`config.mk`:
```
export PLATFORM = sky130hd
export DESIGN_NAME = alu_op_sequencer
export DESIGN_NICKNAME = d
export VERILOG_FILES = /design/src/rtl/alu_seq_pkg.sv /design/src/rtl/alu_func_decode.sv /design/src/rtl/alu_op_sequencer.sv
export SDC_FILE = /design/constraint.sdc
export NUM_CORES = 1
export LEC_CHECK = 0
export ABC_CLOCK_PERIOD_IN_PS = 5500
export CORE_UTILIZATION = 30
export DETAILED_ROUTE_END_ITERATION = 8
export DONT_BUFFER_PORTS = 1
export GPL_ROUTABILITY_DRIVEN = 0
export HOLD_SLACK_MARGIN = 0.05
export PLACE_DENSITY = 0.41
export REMOVE_ABC_BUFFERS = 1
export SLEW_MARGIN = 15
export SYNTH_ARGS = -nofsm -noshare
export SYNTH_HDL_FRONTEND = slang
export SYNTH_HIERARCHICAL = 1
export SYNTH_SLANG_ARGS = --single-unit
```
`constraint.sdc`:
```
create_clock -name clk -period 5.5 [get_ports clk]
set_input_delay 1.1 -clock clk [delete_from_list [all_inputs] [get_ports clk]]
set_output_delay 1.1 -clock clk [all_outputs]
set_load 0.02 [all_outputs]
```
`src/rtl/alu_seq_pkg.sv`:
```
// Shared types and encodings for the multicycle ALU control sequencer:
// FSM states, instruction fields, ALU function codes and datapath mux selects.
package alu_seq_pkg;

  typedef enum logic [2:0] {
    S_FETCH, S_DECODE, S_EXEC, S_MEM, S_WB, S_BRANCH
  } state_e;

  typedef enum logic [2:0] {
    CLS_RTYPE, CLS_ITYPE, CLS_LOAD, CLS_STORE, CLS_BRANCH, CLS_JUMP
  } instr_class_e;

  // Opcodes (instr[31:26])
  localparam logic [5:0] OP_RTYPE    = 6'd0;
  localparam logic [5:0] OP_J        = 6'd2;
  localparam logic [5:0] OP_BEQ      = 6'd4;
  localparam logic [5:0] OP_BNE      = 6'd5;
  localparam logic [5:0] OP_BLEZ     = 6'd6;
  localparam logic [5:0] OP_BGTZ     = 6'd7;
  localparam logic [5:0] OP_ADDI     = 6'd8;
  localparam logic [5:0] OP_ADDIU    = 6'd9;
  localparam logic [5:0] OP_SLTI     = 6'd10;
  localparam logic [5:0] OP_SLTIU    = 6'd11;
  localparam logic [5:0] OP_ANDI     = 6'd12;
  localparam logic [5:0] OP_ORI      = 6'd13;
  localparam logic [5:0] OP_XORI     = 6'd14;
  localparam logic [5:0] OP_SPECIAL2 = 6'h1C;
  localparam logic [5:0] OP_LW       = 6'd35;
  localparam logic [5:0] OP_SW       = 6'd43;

  // R-type funct codes (instr[5:0])
  localparam logic [5:0] F_SLL  = 6'd0;
  localparam logic [5:0] F_SRL  = 6'd2;
  localparam logic [5:0] F_SRA  = 6'd3;
  localparam logic [5:0] F_SLLV = 6'd4;
  localparam logic [5:0] F_SRLV = 6'd6;
  localparam logic [5:0] F_SRAV = 6'd7;
  localparam logic [5:0] F_ADD  = 6'd32;
  localparam logic [5:0] F_ADDU = 6'd33;
  localparam logic [5:0] F_SUB  = 6'd34;
  localparam logic [5:0] F_SUBU = 6'd35;
  localparam logic [5:0] F_AND  = 6'd36;
  localparam logic [5:0] F_OR   = 6'd37;
  localparam logic [5:0] F_XOR  = 6'd38;
  localparam logic [5:0] F_NOR  = 6'd39;
  localparam logic [5:0] F_SLT  = 6'd42;
  localparam logic [5:0] F_SLTU = 6'd43;
  localparam logic [5:0] F_CLZ  = 6'h20;
  localparam logic [5:0] F_CLO  = 6'h21;

  // ALU function codes
  localparam logic [5:0] ALU_SLL  = 6'd4;
  localparam logic [5:0] ALU_SRL  = 6'd6;
  localparam logic [5:0] ALU_CLZ  = 6'd7;
  localparam logic [5:0] ALU_ADD  = 6'd32;
  localparam logic [5:0] ALU_ADDU = 6'd33;
  localparam logic [5:0] ALU_SUB  = 6'd34;
  localparam logic [5:0] ALU_AND  = 6'd36;
  localparam logic [5:0] ALU_OR   = 6'd37;
  localparam logic [5:0] ALU_XOR  = 6'd38;
  localparam logic [5:0] ALU_SLT  = 6'd42;
  localparam logic [5:0] ALU_SLTU = 6'd43;
  localparam logic [5:0] ALU_SRA  = 6'd48;
  localparam logic [5:0] ALU_GTZ  = 6'd50;
  localparam logic [5:0] ALU_EQZ  = 6'd52;
  localparam logic [5:0] ALU_LEZ  = 6'd54;
  localparam logic [5:0] ALU_CLO  = 6'd56;

  // Operand and next-PC selects
  localparam logic [1:0] A_PC       = 2'd0;
  localparam logic [1:0] A_RS       = 2'd1;
  localparam logic [1:0] A_RT       = 2'd2;
  localparam logic [2:0] B_RT       = 3'd0;
  localparam logic [2:0] B_FOUR     = 3'd1;
  localparam logic [2:0] B_SIMM     = 3'd2;
  localparam logic [2:0] B_SHAMT    = 3'd3;
  localparam logic [2:0] B_RS       = 3'd4;
  localparam logic [2:0] B_ZIMM     = 3'd5;
  localparam logic [2:0] B_SIMM_SH2 = 3'd6;
  localparam logic [1:0] PC_ALU     = 2'd0;
  localparam logic [1:0] PC_TARGET  = 2'd1;
  localparam logic [1:0] PC_JUMP    = 2'd2;

endpackage

```
`src/rtl/alu_func_decode.sv`:
```
// Combinational instruction decode: ALU func, operand selects, class, legality.
// ALU_SEQ_CLZ_CLO_EN enables the SPECIAL2 CLZ/CLO encodings.
module alu_func_decode
  import alu_seq_pkg::*;
(
  input  logic [31:0] instr,
  output logic [5:0]  func,
  output logic [1:0]  a_sel,
  output logic [2:0]  b_sel,
  output logic [2:0]  cls,
  output logic        branch_on_z,
  output logic        legal
);

  logic [5:0] opcode;
  logic [4:0] rs;
  logic [4:0] rt;
  logic [5:0] funct;
  logic       unused_imm;

  assign opcode     = instr[31:26];
  assign rs         = instr[25:21];
  assign rt         = instr[20:16];
  assign funct      = instr[5:0];
  assign unused_imm = ^instr[15:6];

  // NOTE: every output gets a default before the case so no path leaves a
  // value unassigned, which would otherwise infer a latch.
  always_comb begin
    func        = ALU_ADDU;
    a_sel       = A_RS;
    b_sel       = B_RT;
    cls         = CLS_RTYPE;
    branch_on_z = 1'b1;
    legal       = 1'b1;
    case (opcode)
      OP_RTYPE: begin
        case (funct)
          F_SLL:  begin func = ALU_SLL; a_sel = A_RT; b_sel = B_SHAMT; end
          F_SRL:  begin func = ALU_SRL; a_sel = A_RT; b_sel = B_SHAMT; end
          F_SRA:  begin func = ALU_SRA; a_sel = A_RT; b_sel = B_SHAMT; end
          F_SLLV: begin func = ALU_SLL; a_sel = A_RT; b_sel = B_RS;    end
          F_SRLV: begin func = ALU_SRL; a_sel = A_RT; b_sel = B_RS;    end
          F_SRAV: begin func = ALU_SRA; a_sel = A_RT; b_sel = B_RS;    end
          F_ADD, F_ADDU, F_SUB, F_SUBU, F_AND, F_OR, F_XOR, F_NOR,
          F_SLT, F_SLTU: func = funct;
          default: legal = 1'b0;
        endcase
      end
      OP_J: cls = CLS_JUMP;
      OP_BEQ: begin
        cls  = CLS_BRANCH;
        // beq $0,$0 is the unconditional-branch idiom; test zero directly
        func = (rs == 5'd0 && rt == 5'd0) ? ALU_EQZ : ALU_SUB;
      end
      OP_BNE:   begin cls = CLS_BRANCH; func = ALU_SUB; branch_on_z = 1'b0; end
      OP_BLEZ:  begin cls = CLS_BRANCH; func = ALU_LEZ; end
      OP_BGTZ:  begin cls = CLS_BRANCH; func = ALU_GTZ; end
      OP_ADDI:  begin cls = CLS_ITYPE; func = ALU_ADD;  b_sel = B_SIMM; end
      OP_ADDIU: begin cls = CLS_ITYPE; func = ALU_ADDU; b_sel = B_SIMM; end
      OP_SLTI:  begin cls = CLS_ITYPE; func = ALU_SLT;  b_sel = B_SIMM; end
      OP_SLTIU: begin cls = CLS_ITYPE; func = ALU_SLTU; b_sel = B_SIMM; end
      OP_ANDI:  begin cls = CLS_ITYPE; func = ALU_AND;  b_sel = B_ZIMM; end
      OP_ORI:   begin cls = CLS_ITYPE; func = ALU_OR;   b_sel = B_ZIMM; end
      OP_XORI:  begin cls = CLS_ITYPE; func = ALU_XOR;  b_sel = B_ZIMM; end
      OP_LW:    begin cls = CLS_LOAD;  func = ALU_ADDU; b_sel = B_SIMM; end
      OP_SW:    begin cls = CLS_STORE; func = ALU_ADDU; b_sel = B_SIMM; end
`ifdef ALU_SEQ_CLZ_CLO_EN
      OP_SPECIAL2: begin
        case (funct)
          F_CLZ:   func = ALU_CLZ;
          F_CLO:   func = ALU_CLO;
          default: legal = 1'b0;
        endcase
      end
`else
      OP_SPECIAL2: legal = 1'b0;
`endif
      default: legal = 1'b0;
    endcase
  end

endmodule

```
`src/rtl/alu_op_sequencer.sv`:
```
// Multicycle control FSM driving the ALU func/select interface and the
// memory/register-file strobes; outputs are combinational from state and instr.
module alu_op_sequencer
  import alu_seq_pkg::*;
(
  input  logic        clk,
  input  logic        rst_n,
  input  logic [31:0] instr,
  input  logic        mem_ready,
  input  logic        z_flag,
  output logic [5:0]  alu_func,
  output logic [1:0]  alu_a_sel,
  output logic [2:0]  alu_b_sel,
  output logic        ir_write,
  output logic        pc_write,
  output logic        target_write,
  output logic        reg_write,
  output logic        reg_dst,
  output logic        mem_to_reg,
  output logic        mem_read,
  output logic        mem_write,
  output logic [1:0]  pc_src,
  output logic        illegal
);

  state_e     state_q;
  state_e     state_d;
  logic [5:0] dec_func;
  logic [1:0] dec_a_sel;
  logic [2:0] dec_b_sel;
  logic [2:0] dec_cls;
  logic       dec_branch_on_z;
  logic       dec_legal;

  alu_func_decode u_decode (
    .instr       (instr),
    .func        (dec_func),
    .a_sel       (dec_a_sel),
    .b_sel       (dec_b_sel),
    .cls         (dec_cls),
    .branch_on_z (dec_branch_on_z),
    .legal       (dec_legal)
  );

  // NOTE: state registers use non-blocking assignment so every flop samples
  // the pre-edge values, independent of statement order.
  always_ff @(posedge clk) begin
    if (!rst_n) state_q <= S_FETCH;
    else        state_q <= state_d;
  end

  always_comb begin
    state_d      = state_q;
    alu_func     = ALU_ADDU;
    alu_a_sel    = A_PC;
    alu_b_sel    = B_RT;
    ir_write     = 1'b0;
    pc_write     = 1'b0;
    target_write = 1'b0;
    reg_write    = 1'b0;
    reg_dst      = 1'b0;
    mem_to_reg   = 1'b0;
    mem_read     = 1'b0;
    mem_write    = 1'b0;
    pc_src       = PC_ALU;
    illegal      = 1'b0;
    // Outputs stay quiet for the whole reset cycle so no write lands mid-reset
    if (rst_n) begin
      case (state_q)
        S_FETCH: begin
          mem_read  = 1'b1;
          alu_b_sel = B_FOUR;
          if (mem_ready) begin
            ir_write = 1'b1;
            pc_write = 1'b1;
            state_d  = S_DECODE;
          end
        end
        S_DECODE: begin
          alu_b_sel    = B_SIMM_SH2;
          target_write = 1'b1;
          if (!dec_legal) begin
            illegal = 1'b1;
            state_d = S_FETCH;
          end else if (dec_cls == CLS_JUMP) begin
            pc_write = 1'b1;
            pc_src   = PC_JUMP;
            state_d  = S_FETCH;
          end else if (dec_cls == CLS_BRANCH) begin
            state_d = S_BRANCH;
          end else begin
            state_d = S_EXEC;
          end
        end
        S_EXEC: begin
          alu_func  = dec_func;
          alu_a_sel = dec_a_sel;
          alu_b_sel = dec_b_sel;
          state_d   = (dec_cls == CLS_LOAD || dec_cls == CLS_STORE) ? S_MEM : S_WB;
        end
        S_MEM: begin
          // Keep the address computation on the ALU while memory is busy
          alu_func  = dec_func;
          alu_a_sel = dec_a_sel;
          alu_b_sel = dec_b_sel;
          mem_read  = (dec_cls == CLS_LOAD);
          mem_write = (dec_cls != CLS_LOAD);
          if (mem_ready) state_d = (dec_cls == CLS_LOAD) ? S_WB : S_FETCH;
        end
        S_WB: begin
          reg_write  = 1'b1;
          reg_dst    = (dec_cls == CLS_RTYPE);
          mem_to_reg = (dec_cls == CLS_LOAD);
          state_d    = S_FETCH;
        end
        S_BRANCH: begin
          alu_func  = dec_func;
          alu_a_sel = A_RS;
          alu_b_sel = B_RT;
          if (z_flag == dec_branch_on_z) begin
            pc_write = 1'b1;
            pc_src   = PC_TARGET;
          end
          state_d = S_FETCH;
        end
        default: state_d = S_FETCH;
      endcase
    end
  end

endmodule

```
Yosys cells after proc, flatten, opt, wreduce, memory -nomap -nowiden --
Cells that the tools add are included.
Word-level totals: register bits 3, input port bits 36, output and inout port bits 22, logic and storage cells 120
Operators by class: eq/ne operators 42, muxes and demuxes 53, reduce and logical (&&, ||, !) cells 24
Operators with widths (count):
- $eq 6x6->1 const B | 12
- $pmux 6 s11 | 1
- $eq 6x3->1 const B | 7
- $eq 6x4->1 const B | 7
- $mux 1 | 24
- $mux 3 | 8
- $pmux 6 s4 | 1
- $eq 6x2->1 const B | 3
- $pmux 3 s3 | 2
- $reduce_or 16->1 | 1
- $pmux 3 s5 | 1
- $reduce_or 14->1 | 1
- $eq 3x2->1 const B | 4
- $eq 3x3->1 const B | 4
- $logic_not 6->1 | 2
- $mux 2 | 6
- $mux 6 | 2
- $pmux 3 s4 | 1
- $reduce_or 3->1 | 4
- $reduce_or 6->1 | 2
- $logic_not 5->1 | 2
- $reduce_or 10->1 | 1
- $pmux 2 s2 | 2
- $reduce_or 2->1 | 4
- other kinds (14) | 17

Logic depth before layout (Yosys ltp) --
Gate-level depths: netlist of the first run.
word-level depth 8, gate-level depth with buffers 11, gate-level depth less buffers 8

Modules after synthesis --
Netlist of the first run, hierarchy kept.
Modules (own cells, without submodules):
- alu_func_decode | times used 1, cells an instance 81, area an instance 496.7 µm², sequential area each 0.0 µm²
- alu_op_sequencer | times used 1, cells an instance 70, area an instance 479.2 µm², sequential area each 60.1 µm²

Worst setup path before layout of the first run --
No wires, ideal clock.
path kind input-to-output, from input port instr[31], to output port pc_write, arrival time 3637 ps, required time 4400 ps, path slack 763 ps, stages on the path 10, buffers on the path 2, cell sequence buf_6 -> or2_1 -> buf_6 -> or4_4 -> or4b_2 -> nand3_1 -> nand2_1 -> nor4_4 -> a221oi_2 -> nor4b_2
On the way: elaborated cells between the ends (all ways) 28, those cells by class eq/ne (16); mux (8); reduce/logical (4)
RTL lines:
- from (decl) | line alu_op_sequencer.sv:8 | input logic [31:0] instr,
- $eq 6x2->1, or another cell as far along | line alu_func_decode.sv:36 | case (opcode)
- $reduce_or 14->1 (no source line)
- $pmux 1 s2 * | line alu_func_decode.sv:36
- via dec_legal | line alu_op_sequencer.sv:33 | logic dec_legal;
- $mux 1 * | line alu_op_sequencer.sv:82 | if (!dec_legal) begin
- $pmux 1 s3 * | line alu_op_sequencer.sv:69 | case (state_q)
- $mux 1 * | line alu_op_sequencer.sv:68 | if (rst_n) begin
- to (decl) | line alu_op_sequencer.sv:15 | output logic pc_write,
The timed path passes the listed nets; every way through them passes the cells marked *.

Worst setup path after layout of the first run --
Same ends and word-level chain as after synthesis.

==> flow_summary.json, run 1 <==
{
  "fin_cells": 188,
  "grt_util_all_layers_pct": 15.19,
  "clk_pin_slew_ps": 40,
  "tightest_slew_ps": 949.5,
  "ys_types": 48,
  "synth_top_family_by_area": "simple AND/OR/NAND/NOR gates",
  "die_area_sq_um": 3485,
  "die_w_um": 59.04,
  "coreArea_sq_um": 3078,
  "diodes": 0,
  "slew_headroom_pct": 36.12,
  "area_growth_pct": 0.7692,
  "synth_common_cells": "nor2_1, a21oi_1, inv_1",
  "synthTopCellsByArea": "nor2_1, dfxtp_1, nand2b_1, a21oi_1, buf_6",
  "insertion_delay_ps": 230,
  "dieHeight_um": 59.04,
  "drt-initial-drc-count": 63,
  "reg2reg_slack_ps": 4110,
  "power_uw": 108.3,
  "worst_ep_arrival_time_ps": 3730,
  "grt_remaining_overflow": 0,
  "drt.antenna.violating_nets": 0,
  "dp.cells": 184,
  "cpPeakStageDelay_ps": 650,
  "path_buf_inv": 0,
  "drv_slew": 0,
  "wire_per_inst_um": 14.47,
  "nFillCells": 347,
  "irDropWorstVdd_mv": 0.03300,
  "nets": 181,
  "cts_tree": "done",
  "fin_crit_sh_pct": 87.74,
  "clockBufferDepth": 2,
  "antenna_found_initial": 0,
  "yosysTopAreaCell": "nor2_1",
  "path_max_fanout": 9,
  "ys.flop_type": "dfxtp_1",
  "path_cells": "or2_1, or4_4, or4b_2, nand3_1, nand2_1, nor4_4, a221oi_2, nor4b_2",
  "report.final.setup_viol": 0,
  "cts.htree.levels": 1,
  "dr.pass1.iters": 4,
  "top_level_ports": 58,
  "grt_max_degree": 18,
  "synth.most_common_cell": "nor2_1",
  "cts-buffers-inserted": 3,
  "status": "completed",
  "synthCells": 151,
  "hold_path_class": "flop to flop",
  "cts-hold-fix-buffers": 0,
  "root_buffer": "clkbuf_4",
  "post_cts_buffers": 0,
  "drive_above_1_share_pct": 10.42,
  "grt_pass1_wl_um": 4229,
  "drcViolationCount": 0,
  "cp.required_ps": 4400,
  "rows": 20,
  "p_leak_uw": 0.0003496,
  "whs_ps": 731.7,
  "synth_top_area_share_pct": 7.308,
  "port_buffers": 0,
  "largest_reg_flops": 3,
  "dp_hpwl_um": 2114,
  "reg_top3": "state_q: 3 flops",
  "slowest_stage": "or4b_2",
  "setup_tns_ps": 0,
  "start_kind": "primary input",
  "vias_per_cell": 5.793,
  "rsz0062_at_grt": "no",
  "fmax_mhz": 207.2,
  "synthAdderAreaFrac_pct": 0,
  "maxCapViolCount": 0,
  "seq_area_frac_synth_pct": 6.154,
  "skew_ps": 3.519,
  "synth.area.mux_share_pct": 1.026,
  "finalCriticalPeriod_ps": 4826,
  "powerDensity_nw_per_um2": 110.1,
  "avgSynthCellArea_sq_um": 6.463,
  "grt_pass1_vias": 981,
  "setup.worst_path.end_class": "primary output",
  "numClockSinks": 3,
  "fin_util_pct": 31.95,
  "crit_type": "primary input to primary output",
  "hold_viol_final": 0,
  "cp_top_family": "simple AND/OR/NAND/NOR gates",
  "vias": 1089,
  "regMostFlops": "state_q",
  "yosys.area_share.simple_pct": 53.85,
  "synth-compound-area-share_pct": 26.67,
  "synth_edf_count": 0,
  "cts_resized": 0,
  "yosysWarnings": 6,
  "mappedNetlistArea_sq_um": 975.9,
  "ys_seq_elements": 3,
  "start_util_pct": 31.71,
  "wirelength_um": 2720,
  "yosys.area_share.xor_xnor_pct": 0.8974,
  "async_reset_ff_share_pct": 0
}
## placed cells by master, fill, tap and decap left out, types with 3 or more instances in the layout
cell      synthesis  routed
a21oi_1          10      10
a32oi_1           5       5
and2_1            5       5
and2b_1           3       3
clkbuf_4          0       3
dfxtp_1           3       3
inv_1            10      10
nand2_1           8       8
nand2b_1          9       9
nand3_1           5       5
nor2_1           19      19
nor2b_1           5       5
nor3_1            7       7
nor4_1            6       6
o21ai_0           5       5
o22ai_1           4       4
## area by class of cell
cell class	count	area [sq um]	area share, %
Sequential cell	3	60.06	6.107
Multi-Input combinational cell	127	804.5	81.81
Tap cell	44	55.05	5.598
Clock buffer	4	26.28	2.672
Inverter	10	37.54	3.817
## per-stage QoR
step / worst slack [ps] / instance area, sq um
floorplan: 915.1 / 902.1
global placement: 694.9 / 957.2
detailed placement: 685.8 / 957.2
CTS: 671.8 / 983.4
global route: 531.7 / 983.4
finish: 674.1 / 983.4
## metal layers
metal	track usage [%]	up-vias	part of all wire [%]
met1	20.16	504	48
met3	1.965	0	3.9
met5	0	-	0
li1	-	543	-
met2	27.27	42	48
met4	1.020	0	0
## worst min-delay path, cell delays in order (launching register included)
cell and delay, ps:
dfxtp_1 410, nand3_1 180, o22ai_1 90
## path summary, 6_finish.rpt
path	start	depth (start not counted)	endpoint
max reg2reg	state_q[1]	3	state_q[0]
min reg2reg	state_q[1]	2	state_q[1]
min	state_q[1]	2	state_q[1]
max	instr[31]	8	pc_write
## cell families after synthesis
family / after synthesis
buffers and inverters: 21
and+or+nand+nor: 87
xor gates and xnor gates: 1
DFF: 3
AOI/OAI and AO/OA: 38
muxes: 1
## power breakdown
group | switching, uW | leakage [uW] | total, uW | internal [uW]
Clock | 10.6 | 0.0000150 | 37.7 | 27.1
Combinational | 27.3 | 0.000310 | 44.4 | 17.1
Sequential | 3.28 | 0.0000245 | 26.2 | 22.9
No activity file was read; power rests on OpenSTA's default activity.
==> run 2, diff against run 1 <==
Settings changed: CTS_BUF_LIST from default to sky130_fd_sc_hd__clkbuf_2 sky130_fd_sc_hd__clkbuf_4 sky130_fd_sc_hd__clkbuf_8.
==> run 2 against run 1 <==
Against the previous run: clock power is 13% higher; combinational power hardly changed; flip-flop and latch count is the same; sequential power hardly changed; first-iteration DRC count shrank 7.9%; design area grew 0.38%; maximum frequency about the same; via count down 2.2%; power increased by 4.5%; sequential share of layout area about the same; wire length decreased by 0.22%; highest routed layer unchanged.
==> flow_summary.json, run 2 (synthesis results as in run 1) <==
{
  "cts.htree.levels": 1,
  "irDropWorstVdd_mv": 0.03807,
  "fin_crit_sh_pct": 87.79,
  "start_util_pct": 31.71,
  "area_growth_pct": 1.154,
  "tightest_slew_ps": 949.8,
  "grt_use_met2_pct": 27.27,
  "nets": 181,
  "dpl_cell_area_sq_um": 957.2,
  "grt_util_all_layers_pct": 15.15,
  "path_cells": "or2_1, or4_4, or4b_2, nand3_1, nand2_1, nor4_4, a221oi_2, nor4b_2",
  "clk_pin_slew_ps": 40,
  "skew_ps": 2.862,
  "dr.pass1.iters": 4,
  "fmax_mhz": 207.1,
  "die_area_sq_um": 3485,
  "path_max_fanout": 9,
  "reg_top3": "state_q: 3 flops",
  "maxCapViolCount": 0,
  "root_buffer": "clkbuf_4",
  "dp_hpwl_um": 2114,
  "vias_per_cell": 5.665,
  "clockBufferDepth": 2,
  "cpPeakStageDelay_ps": 650,
  "rsz0062_at_grt": "no",
  "fin_area_sq_um": 987.2,
  "drive_above_1_share_pct": 11.11,
  "setup.worst_path.end_class": "primary output",
  "setup_tns_ps": 0,
  "drcViolationCount": 0,
  "post_cts_buffers": 0,
  "cts_tree": "done",
  "cts-buffers-inserted": 3,
  "cts-hold-fix-buffers": 0,
  "rows": 20,
  "grt_pass1_vias": 978,
  "report.final.setup_viol": 0,
  "drt-initial-drc-count": 58,
  "drt.antenna.violating_nets": 0,
  "regMostFlops": "state_q",
  "p_leak_uw": 0.0003530,
  "grt_max_degree": 18,
  "numClockSinks": 3,
  "grt_remaining_overflow": 0,
  "slew_headroom_pct": 36.09,
  "met1_usage_pct": 20.03,
  "status": "completed",
  "layout_common_cells": "nor2_1, inv_1, a21oi_1",
  "hold_path_class": "flop to flop",
  "wirelength_um": 2714,
  "largest_reg_flops": 3,
  "crit_type": "primary input to primary output",
  "coreArea_sq_um": 3078,
  "cts_resized": 0,
  "drv_slew": 0,
  "diodes": 0,
  "insertion_delay_ps": 230,
  "gr-usage-met3_pct": 1.965,
  "hold_viol_final": 0,
  "top_usage_layer": "met2",
  "worst_ep_arrival_time_ps": 3730,
  "top_level_ports": 58,
  "finalCriticalPeriod_ps": 4829,
  "layout_commonest_cell": "nor2_1",
  "cp.required_ps": 4400,
  "vias": 1065,
  "wire_per_inst_um": 14.44,
  "slowest_stage": "or4b_2",
  "antenna_found_initial": 0,
  "die_w_um": 59.04,
  "start_kind": "primary input",
  "dieHeight_um": 59.04,
  "grt_pass1_wl_um": 4215,
  "port_buffers": 0,
  "powerDensity_nw_per_um2": 114.5
}
==> run 2: cell types whose count changed in the layout (fill, tap and decap cells not counted) <==
cell / previous run / this run
clkbuf_1: 1 / 0
clkbuf_4: 3 / 4
==> run 2: report_power, final <==
group / internal [uW] / switching (uW) / leakage [uW]
Sequential: 22.9 / 3.26 / 0.0000245
Clock: 32.0 / 10.5 / 0.0000184
Combinational: 17.1 / 27.3 / 0.000310
==> run 2: layout make-up <==
class / instances / area [sq um]
Clock buffer: 4 / 30.03
Fill cell: 345 / 2091
Inverter: 10 / 37.54
Multi-Input combinational cell: 127 / 804.5
Sequential cell: 3 / 60.06
Tap cell: 44 / 55.05
==> run 2: path summary, 6_finish.rpt <==
path | startpoint | end | slack [ps] | cells after the start
worst max-delay path | instr[31] | pc_write | 670 | 8
worst min-delay path | state_q[1] | state_q[0] | 730 | 3
worst max register to register | state_q[1] | state_q[0] | 4120 | 3
worst min register to register | state_q[1] | state_q[0] | 730 | 3
==> run 2: routing by layer <==
| metal | vias to the layer above | part of all wire [%] | routed length (um) |
|---|---|---|---|
| li1 | 541 | - | - |
| met1 | 483 | 47 | 1279 |
| met2 | 41 | 48 | 1311 |
| met3 | 0 | 4.5 | 123 |
| met4 | 0 | 0 | 0 |
| met5 | - | 0 | 0 |
==> run 2: per-stage QoR <==
| step | total power, uW | util [%] | std cells | worst slack (ps) | hold slack, ps |
|---|---|---|---|---|---|
| floorplan | 63.80 | - | 140 | 915.1 | 631.5 |
| global placement | 70.73 | 31.10 | 184 | 694.9 | 746.2 |
| detailed placement | 70.74 | 31.10 | 184 | 685.8 | 721.8 |
| CTS | 113.9 | 32.07 | 188 | 671.8 | 728.3 |
| global route | 120.4 | 32.07 | 188 | 531.6 | 795.4 |
| finish | 113.1 | 32.07 | 188 | 671.4 | 730.2 |
==> run 2: critical path: cells and delay by family <==
family           cells  cell delay (ps)
AO/OA/AOI/OAI        1               60
AND/OR/NAND/NOR      7             2560
